### src/rtl/pdq_pkg.sv
// pdq_pkg: shared frame-flag constants, FSM state encoding
// and flag helpers for the packet dequeue engine.
package pdq_pkg;

    localparam logic [1:0] FLG_MID    = 2'b00;
    localparam logic [1:0] FLG_HEAD   = 2'b01;
    localparam logic [1:0] FLG_TAIL   = 2'b10;
    localparam logic [1:0] FLG_SINGLE = 2'b11;

    typedef enum logic [1:0] {
        S_IDLE = 2'd0,
        S_READ = 2'd1,
        S_DONE = 2'd2
    } state_t;

    function automatic logic is_head(input logic [1:0] f);
        return (f == FLG_HEAD) || (f == FLG_SINGLE);
    endfunction

    function automatic logic is_tail(input logic [1:0] f);
        return (f == FLG_TAIL) || (f == FLG_SINGLE);
    endfunction

endpackage

### src/rtl/onehot8_enc.sv
// onehot8_enc: 8-bit one-hot to index encoder.
// Ports: oh in 8, idx out 3, invalid out 1 (zero or multi-hot).
module onehot8_enc (
    input  logic [7:0] oh,
    output logic [2:0] idx,
    output logic       invalid
);

    always_comb begin
        invalid = (oh == 8'd0) || ((oh & (oh - 8'd1)) != 8'd0);
        idx     = 3'd0;
        if (!invalid) begin
            unique case (1'b1)
                oh[0]: idx = 3'd0;
                oh[1]: idx = 3'd1;
                oh[2]: idx = 3'd2;
                oh[3]: idx = 3'd3;
                oh[4]: idx = 3'd4;
                oh[5]: idx = 3'd5;
                oh[6]: idx = 3'd6;
                oh[7]: idx = 3'd7;
            endcase
        end
    end

endmodule

### src/rtl/pkt_dequeue.sv
// pkt_dequeue: reads one packet from the granted queue FIFO into
// the UDO FIFO, then pulses outport_free to the scheduler.
// Ports: clk, rst (sync, active-high); in_pdq_selected one-hot
// grant; in_pdq_q_empty / in_pdq_q_data show-ahead queue heads;
// out_pdq_q_rd read ack; in_pdq_udo_alf stall; out_pdq_udo_data /
// out_pdq_udo_wr registered UDO write; out_pdq_outport_free done
// pulse; out_pdq_pkt_cnt wrapping, out_pdq_err_cnt saturating.
module pkt_dequeue
    import pdq_pkg::*;
#(
    parameter int DATA_W    = 134,
    parameter int NQ        = 8,
    parameter int MAX_WORDS = 128
) (
    input  logic                 clk,
    input  logic                 rst,
    input  logic [NQ-1:0]        in_pdq_selected,
    input  logic [NQ-1:0]        in_pdq_q_empty,
    input  logic [NQ*DATA_W-1:0] in_pdq_q_data,
    output logic [NQ-1:0]        out_pdq_q_rd,
    input  logic                 in_pdq_udo_alf,
    output logic [DATA_W-1:0]    out_pdq_udo_data,
    output logic                 out_pdq_udo_wr,
    output logic                 out_pdq_outport_free,
    output logic [31:0]          out_pdq_pkt_cnt,
    output logic [15:0]          out_pdq_err_cnt
);

    localparam int CW = $clog2(MAX_WORDS + 1);
    localparam int PW = DATA_W - 2;

    state_t            state;
    state_t            state_nxt;
    logic [2:0]        idx;
    logic [2:0]        sel_idx;
    logic              sel_bad;
    logic              sel_ok;
    logic              in_pkt;
    logic [CW-1:0]     wcnt;
    logic [CW-1:0]     cnt_nxt;
    logic [DATA_W-1:0] q_word [NQ];
    logic [DATA_W-1:0] word;
    logic [DATA_W-1:0] wr_word;
    logic [1:0]        flg;
    logic [1:0]        flg_out;
    logic [1:0]        err_inc;
    logic [16:0]       err_sum;
    logic              rd_ok;
    logic              accept;
    logic              discard;
    logic              dup_head;
    logic              abort;
    logic              last;

    onehot8_enc u_enc (
        .oh      (in_pdq_selected),
        .idx     (sel_idx),
        .invalid (sel_bad)
    );

    always_comb begin
        for (int i = 0; i < NQ; i++) begin
            q_word[i] = in_pdq_q_data[i*DATA_W +: DATA_W];
        end
    end

    assign word   = q_word[idx];
    assign flg    = word[DATA_W-1 -: 2];
    assign sel_ok = (state == S_IDLE) && !sel_bad;

    assign rd_ok = (state == S_READ)
                 && !in_pdq_q_empty[idx]
                 && !in_pdq_udo_alf;

    assign out_pdq_q_rd = rd_ok
        ? ({{(NQ-1){1'b0}}, 1'b1} << idx)
        : '0;

    // Until a head arrives, every word is junk and dropped.
    assign accept   = rd_ok && (in_pkt || is_head(flg));
    assign discard  = rd_ok && !accept;
    assign dup_head = accept && in_pkt && is_head(flg);
    assign cnt_nxt  = in_pkt ? wcnt + CW'(1) : CW'(1);
    assign abort    = accept && !is_tail(flg)
                    && (cnt_nxt == CW'(MAX_WORDS));
    assign last     = accept && (is_tail(flg) || abort);

    // A stray head inside a packet is demoted so the UDO
    // stream stays well formed; a forced end becomes a tail.
    always_comb begin
        flg_out = flg;
        if (abort || (dup_head && is_tail(flg))) begin
            flg_out = FLG_TAIL;
        end else if (dup_head) begin
            flg_out = FLG_MID;
        end
    end

    assign wr_word = {flg_out, word[PW-1:0]};

    assign err_inc =
        {1'b0, (state == S_IDLE) && sel_bad
               && (|in_pdq_selected)}
      + {1'b0, discard}
      + {1'b0, dup_head}
      + {1'b0, abort};

    assign err_sum = {1'b0, out_pdq_err_cnt} + {15'd0, err_inc};

    always_ff @(posedge clk) begin
        if (rst) begin
            state <= S_IDLE;
        end else begin
            state <= state_nxt;
        end
    end

    always_comb begin
        state_nxt            = state;
        out_pdq_outport_free = 1'b0;
        unique case (state)
            S_IDLE: begin
                if (!sel_bad) state_nxt = S_READ;
            end
            S_READ: begin
                if (last) state_nxt = S_DONE;
            end
            S_DONE: begin
                out_pdq_outport_free = 1'b1;
                state_nxt            = S_IDLE;
            end
            default: state_nxt = S_IDLE;
        endcase
    end

    always_ff @(posedge clk) begin
        if (rst) begin
            idx              <= '0;
            in_pkt           <= 1'b0;
            wcnt             <= '0;
            out_pdq_udo_wr   <= 1'b0;
            out_pdq_udo_data <= '0;
            out_pdq_pkt_cnt  <= '0;
            out_pdq_err_cnt  <= '0;
        end else begin
            out_pdq_udo_wr <= accept;
            if (accept) begin
                out_pdq_udo_data <= wr_word;
                in_pkt           <= 1'b1;
                wcnt             <= cnt_nxt;
            end
            if (sel_ok) begin
                idx    <= sel_idx;
                in_pkt <= 1'b0;
                wcnt   <= '0;
            end
            if (state == S_DONE) begin
                out_pdq_pkt_cnt <= out_pdq_pkt_cnt + 32'd1;
            end
            out_pdq_err_cnt <= err_sum[16] ? 16'hFFFF
                                           : err_sum[15:0];
        end
    end

endmodule

### config.mk
export PLATFORM = sky130hd
export DESIGN_NAME = pkt_dequeue
export DESIGN_NICKNAME = d
export VERILOG_FILES = /design/src/rtl/pdq_pkg.sv /design/src/rtl/onehot8_enc.sv /design/src/rtl/pkt_dequeue.sv
export SDC_FILE = /design/constraint.sdc
export NUM_CORES = 1
export LEC_CHECK = 0
export CAP_MARGIN = 20
export CELL_PAD_IN_SITES_DETAIL_PLACEMENT = 1
export CELL_PAD_IN_SITES_GLOBAL_PLACEMENT = 1
export CORE_AREA = 4 4 492 494
export CTS_BUF_LIST = sky130_fd_sc_hd__clkbuf_4
export DETAILED_ROUTE_END_ITERATION = 7
export DIE_AREA = 0 0 496 498
export GPL_TIMING_DRIVEN = 0
export PLACE_DENSITY_LB_ADDON = 0.1
export SLEW_MARGIN = 20
export SYNTH_ARGS = -nofsm -noshare
export SYNTH_HDL_FRONTEND = slang
export SYNTH_SLANG_ARGS = --single-unit
### constraint.sdc
create_clock -name clk -period 5.95 [get_ports clk]
set_input_delay 0.595 -clock clk [delete_from_list [all_inputs] [get_ports clk]]
set_output_delay 0.595 -clock clk [all_outputs]
set_load 0.005 [all_outputs]
# Word-level counts from Yosys, hierarchy flattened
# Index checks and enable logic that the tools add are counted.
[totals] register_bits=197 inputBits=1091 out_inout_bits=192 wordCells=74
[classes] n_addsub=7 magnitude_cmp=2 eq_ne=8 shift=1 muxes=16 bitwise=2 n_reduce_logical=30
[op_table] cell="$bmux 134 s3" n=1
[op_table] cell="$mux 134" n=2
[op_table] cell="$add 32x1->32 const B" n=1
[op_table] cell="$pmux 3 s8" n=1
[op_table] cell="$add 16x2->17" n=1
[op_table] cell="$mux 16" n=1
[op_table] cell="$mux 8" n=2
[op_table] cell="$logic_and 1x1->1" n=13
[op_table] cell="$add 8x1->8 const B" n=1
[op_table] cell="$and 8x8->8" n=1
[op_table] cell="$eq 8x8->1 const B" n=1
[op_table] cell="$logic_not 8->1" n=1
[op_table] cell="$mux 2" n=4
[op_table] cell="$reduce_bool 8->1" n=1
[op_table] cell="$reduce_or 8->1" n=1
[op_table] cell="$shl 1x3->8 const A" n=1
[op_table] cell="$sub 8x1->8 const B" n=1
[op_table] cell="$eq 2x2->1 const B" n=3
[op_table] cell="$logic_or 1x1->1" n=6
[op_table] cell="$logic_not 1->1" n=5
[op_table] cell="$add 2x1->2" n=2
[op_table] cell="$eq 2x1->1 const B" n=2
[op_table] cell="$ge 4x4->1 const B" n=1
[op_table] cell="$lt 3x4->1 const B" n=1
[op_table] cell="other kinds (10)" n=12

# Longest topological paths before layout
[logic_depth] ltp_word=15 ltp_mapped=15 depth_no_buf=14

# Modules after synthesis
# From an unflattened synthesis, not the netlist that was laid out.
[unflattened] hier_cells=1316 area_unflattened_um2=15870.2
[by_module_without_submodules] mod="pkt_dequeue" instances=1 cells_per_inst=1298 area_per_inst_um2=15735.1 seq_area_each_um2=3943.8
[by_module_without_submodules] mod="onehot8_enc" instances=1 cells_per_inst=18 area_per_inst_um2=135.1 seq_area_each_um2=0.0

# Least setup slack after synthesis
# No wires, ideal clock.
[synth_timing] kind="input -> register" start="input port in_pdq_udo_alf" end="register out_pdq_err_cnt[10]" setup_ns=0.133 arrival_ns=3.996 required_time_ns=5.817 path_slack_ns=1.821 stages=13 path_buffers=2 cell_sequence="or3b_2 > or3_1 > buf_2 > nand2_1 > and3_1 > fa_1 > ha_1 > ha_1 > fa_1 > nand4_1 > or3_1 > clkbuf_1 > a21oi_1"
[synth_between] elab_chain_len=10 word_cells_on_any_way=14 classes_between="4 x add/sub; 1 x mux; 9 x reduce/logical"
[synth_lines] item="start: declaration" line_no="pkt_dequeue.sv:21" text="input logic in_pdq_udo_alf,"
[synth_lines] item="$logic_not 1->1 *" line_no="pkt_dequeue.sv:73" text="&& !in_pdq_udo_alf;"
[synth_lines] item="$logic_and 1x1->1 *" line_no="pkt_dequeue.sv:73"
[synth_lines] item="$logic_and 1x1->1" line_no="pkt_dequeue.sv:80" text="assign accept = rd_ok && (in_pkt || is_head(flg));"
[synth_lines] item="$logic_not 1->1" line_no="pkt_dequeue.sv:81" text="assign discard = rd_ok && !accept;"
[synth_lines] item="$logic_and 1x1->1" line_no="pkt_dequeue.sv:81"
[synth_lines] item="$add 1x1->2" line_no="pkt_dequeue.sv:104" text="+ {1'b0, discard}"
[synth_lines] item="$add 2x1->2" line_no="pkt_dequeue.sv:105" text="+ {1'b0, dup_head}"
[synth_lines] item="$add 2x1->2 *" line_no="pkt_dequeue.sv:106" text="+ {1'b0, abort};"
[synth_lines] item="$add 16x2->17 *" line_no="pkt_dequeue.sv:108" text="assign err_sum = {1'b0, out_pdq_err_cnt} + {15'd0, err_inc};"
[synth_lines] item="$mux 16 *" line_no="pkt_dequeue.sv:160" text="out_pdq_err_cnt <= err_sum[16] ? 16'hFFFF"
[synth_lines] item="end signal: assignment" line_no="pkt_dequeue.sv:160"
[synth_lines] item="end: declaration" line_no="pkt_dequeue.sv:26" text="output logic [15:0] out_pdq_err_cnt"
# Mark *: on every way between the ends. The rest lies on a longest branch, timed or not.
# A chain may end at the register's enable or synchronous reset.

# Final worst setup path
[layout_timing] start="register idx[2]" end="register out_pdq_err_cnt[10]"
[layout_between] elab_chain_len=15 word_cells_on_any_way=28 classes_between="4 x add/sub; 3 x eq/ne; 6 x mux; 1 x bitwise; 14 x reduce/logical"
[layout_lines] item="start: declaration" line_no="pkt_dequeue.sv:34" text="logic [2:0] idx;"
[layout_lines] item="start signal: assignment" line_no="pkt_dequeue.sv:153" text="idx <= sel_idx;"
[layout_lines] item="$not 3->4 (implied by the code)" line_no="pkt_dequeue.sv:67" text="assign word = q_word[idx];"
[layout_lines] item="$bmux 134 s3" line_no="pkt_dequeue.sv:67"
[layout_lines] item="$mux 134 (implied by the code) (2 in a row)" line_no="pkt_dequeue.sv:67"
[layout_lines] item="$eq 2x1->1 or $eq 2x2->1 (tied branches)" line_no="pdq_pkg.sv:17, pdq_pkg.sv:21"
[layout_lines] item="$logic_or 1x1->1" line_no="pdq_pkg.sv:17" text="return (f == FLG_HEAD) || (f == FLG_SINGLE);"
[layout_lines] item="$logic_or 1x1->1" line_no="pkt_dequeue.sv:80"
[layout_lines] item="$logic_and 1x1->1" line_no="pkt_dequeue.sv:80"
[layout_lines] item="$logic_not 1->1" line_no="pkt_dequeue.sv:81"
[layout_lines] item="$logic_and 1x1->1" line_no="pkt_dequeue.sv:81"
[layout_lines] item="$add 1x1->2" line_no="pkt_dequeue.sv:104"
[layout_lines] item="$add 2x1->2" line_no="pkt_dequeue.sv:105"
[layout_lines] item="$add 2x1->2 *" line_no="pkt_dequeue.sv:106"
[layout_lines] item="$add 16x2->17 *" line_no="pkt_dequeue.sv:108"
[layout_lines] item="$mux 16 *" line_no="pkt_dequeue.sv:160"
# Mark *: on every way between the ends. The rest lies on a longest branch, timed or not. The select of a mux whose other input is x is not followed.

==> impl_metrics.ini <==
[final_layout]
finalNetCount = 3864
area_growth_pct = 115
final_layout_size_suffix_gt1_share_pct = 14.2
design_area_sq_mm = 0.0326

[synthesis]
yosys.area.top_type = mux4_2
synth_top_cells_by_count = 294 x nand2_1, 270 x mux4_2, 197 x dfxtp_1
synth.avg_cell_area_sq_um = 10.4
synth_area_leaders = mux4_2 40%, dfxtp_1 26%, a311oi_1 7.7%, nand2_1 7.3%, nor2_1 4.7%
syn_nets = 2554
yosysMostFrequentCell = nand2_1
synth-main-ff-cell = dfxtp_1
ys_seq_elements = 197
synth_cell_types = 47
postSynth.asyncResetShare_pct = 0
syn-instance-count = 1456
synth_warnings = 0
synthesis.area_sq_mm = 0.0152
synth_edf_count = 0
synth_top_area_share_pct = 40.0
ys_seq_area_share_pct = 25.9

[placement]
io_buffers = 1281
dp_hpwl_microns = 191000
place_ws_ns = 0.0172
gp_congestion = 0.852
placed_area_sq_mm = 0.0323

[pwr]
p_leak_nw = 9.83
clkPwrFrac_pct = 25.1
peakVddDrop_mv = 0.152
seq_power_share_pct = 36.1
power_switching_mw = 1.28
netSwitchingFraction_pct = 34.2
p_comb_share_pct = 38.9
total_power_mw = 3.75
internal-power_mw = 2.47
powerDensity_mw_per_mm2 = 115

[worst_setup_path]
crit_fanout = 10
critPathMaxStageDelay_ns = 0.92
cp.arrival_ns = 6.35
start_kind = register
worstSetupPathType = register to register
cp_data_required_time_ns = 6.73
critPathSlowestCell = dfxtp_1
setup.worst_path.end_class = register
crit_chain = inv_1 > clkbuf_2 > mux2i_1 > a22o_1 > clkbuf_1 > nor3_1 > ha_1 > ha_1 > fa_1 > nand4_1 > or3_1 > clkbuf_1 > a21oi_1

[die]
fp.dieArea_sq_mm = 0.247
coreArea_sq_mm = 0.237
die_x_microns = 496
ios = 1283
initial_core_util_pct = 6.41
row_count = 179
dieHeight_microns = 498

[global_routing]
grt_pass1_wl_microns = 260000
antenna_found_initial = 201
overflow = 0
grt_pass1_vias = 21400
grt_util_all_layers_pct = 16.5
grt_max_degree = 18

[clocking]
cts_root_buffer = clkbuf_4
clock_latency_ns = 0.95
cts_buffers = 17
cts_tree = built
htree_num_levels = 4
cts_resized = 0
clk_path_buf_depth = 2
cts.sinks = 197
clkTransAtPathRegs_ns = 0.20
cts_setup_buffers = 0
ctsHoldBuffers = 0

[timing]
finalSetupTns_ns = 0
rsz0062_at_grt = false
timing.final.ws_setup_ns = 0.381
maxSlewViolCount = 0
holdWs_ns = 0.416
finClkSkew_ns = 0.0626
finalHoldViolations = 0
fin_crit_ns = 5.57
setup_viol = 0
finalCritPeriodShare_pct = 93.6
maxSlewHeadroom_pct = 29.1
fmax_mhz = 180
worst_pin_slew_ns = 1.06

[drt]
routed_wl_microns = 211000
vias = 19800
ant_nets = 0
drt_iter0_markers = 1091
viasPerCell = 3.31
first_pass_iters = 5
drc = 0
wl_per_cell_microns = 35.3

[run_status]
status = finished, final reports clean

[hold_path]
hold_class = input pin to register

[flow_run]
drv_cap = 0
[power by group through the flow]
stage	combinational, mW	clock (mW)	sequential (mW)
3_5_place_dp	1.49	0	1.38
3_3_place_gp	1.48	0	1.38
2_1_floorplan	0.358	0	1.37
6_report	1.46	0.940	1.35
4_1_cts	1.49	1.05	1.35
5_1_grt	1.54	1.05	1.36
[per-stage QoR]
stage / util (%) / instances
5_1_grt: 13.7 / 5950
3_5_place_dp: 13.6 / 5915
4_1_cts: 13.7 / 5946
3_3_place_gp: 13.5 / 5904
6_report: 13.7 / 5973
2_1_floorplan: - / 1456
[sequential cells by signal, indices dropped and copies added (netlist names)]
register and cells:
wcnt 8, out_pdq_udo_wr 1, idx 3, out_pdq_udo_data 134
out_pdq_pkt_cnt 32, state 2, out_pdq_err_cnt 16, in_pkt 1
[critical path, delay by kind of cell (launching register included)]
family / cells / cell delay (ns)
and+or+nand+nor: 3 / 0.80
DFF: 1 / 0.92
muxes: 1 / 0.69
adders and majority gates: 3 / 1.05
AOI/OAI and AO/OA: 2 / 0.37
buffers and inverters: 4 / 1.61
[final cells by class]
type | count | area (sq um)
Tap cell | 3167 | 3960
Sequential cell | 197 | 3940
Antenna cell | 27 | 67.6
Fill cell | 27700 | 205000
Inverter | 12 | 45.0
Buffer | 154 | 692
Multi-Input combinational cell | 1092 | 10500
Clock inverter | 12 | 121
Clock buffer | 20 | 150
Timing Repair Buffer | 1292 | 13100
[metal layers]
| layer | global-route usage, % | vias up | share of wire (%) |
|---|---|---|---|
| li1 | - | 8340 | - |
| met1 | 20.1 | 10000 | 41 |
| met2 | 28.2 | 1103 | 48 |
| met3 | 6.52 | 258 | 9.4 |
| met4 | 1.62 | 86 | 1.1 |
| met5 | 0 | - | 0.26 |
[placed cells by master, fill, tap and decap left out, drive strengths merged, types with 3 or more instances in the layout]
cell	synthesis	layout
nor2	189	189
a21oi	18	18
a311oi	134	134
clkbuf	82	101
and4	3	3
nand3	26	26
o22ai	3	3
mux4	270	270
nor4	10	10
diode	0	27
inv	12	17
dfxtp	197	197
xnor2	15	15
buf	73	84
mux2i	5	5
xor2	31	31
nand4b	4	4
nand4	16	16
nor3	13	13
or3	6	6
ha	5	5
a31oi	5	5
clkinv	0	5
nand2	294	294
clkdlybuf4s50	0	1281
o21ai	6	6
and3	10	10
[path summary, 6_finish.rpt]
check                                           start               endpoint  slack, ns  cells after the start
worst max-delay path                           idx[2]    out_pdq_err_cnt[10]       0.38                     13
worst min-delay path               in_pdq_selected[1]                 idx[0]       0.42                      3
worst max register to register                 idx[2]    out_pdq_err_cnt[10]       0.38                     13
worst min register to register  out_pdq_udo_data[132]  out_pdq_udo_data[132]       0.49                      2
[logic make-up after synthesis]
kind of cell    count (synthesis)  synth area share [%]
compound gates                179                  9.65
flops                         197                  25.9
fa+ha+maj                       8                 0.740
buf+inv                       167                  4.75
xor+xnor                       46                  2.65
mux                           276                  40.4
simple gates                  583                  15.9
Note: power is estimated with default switching activity, not from simulation.
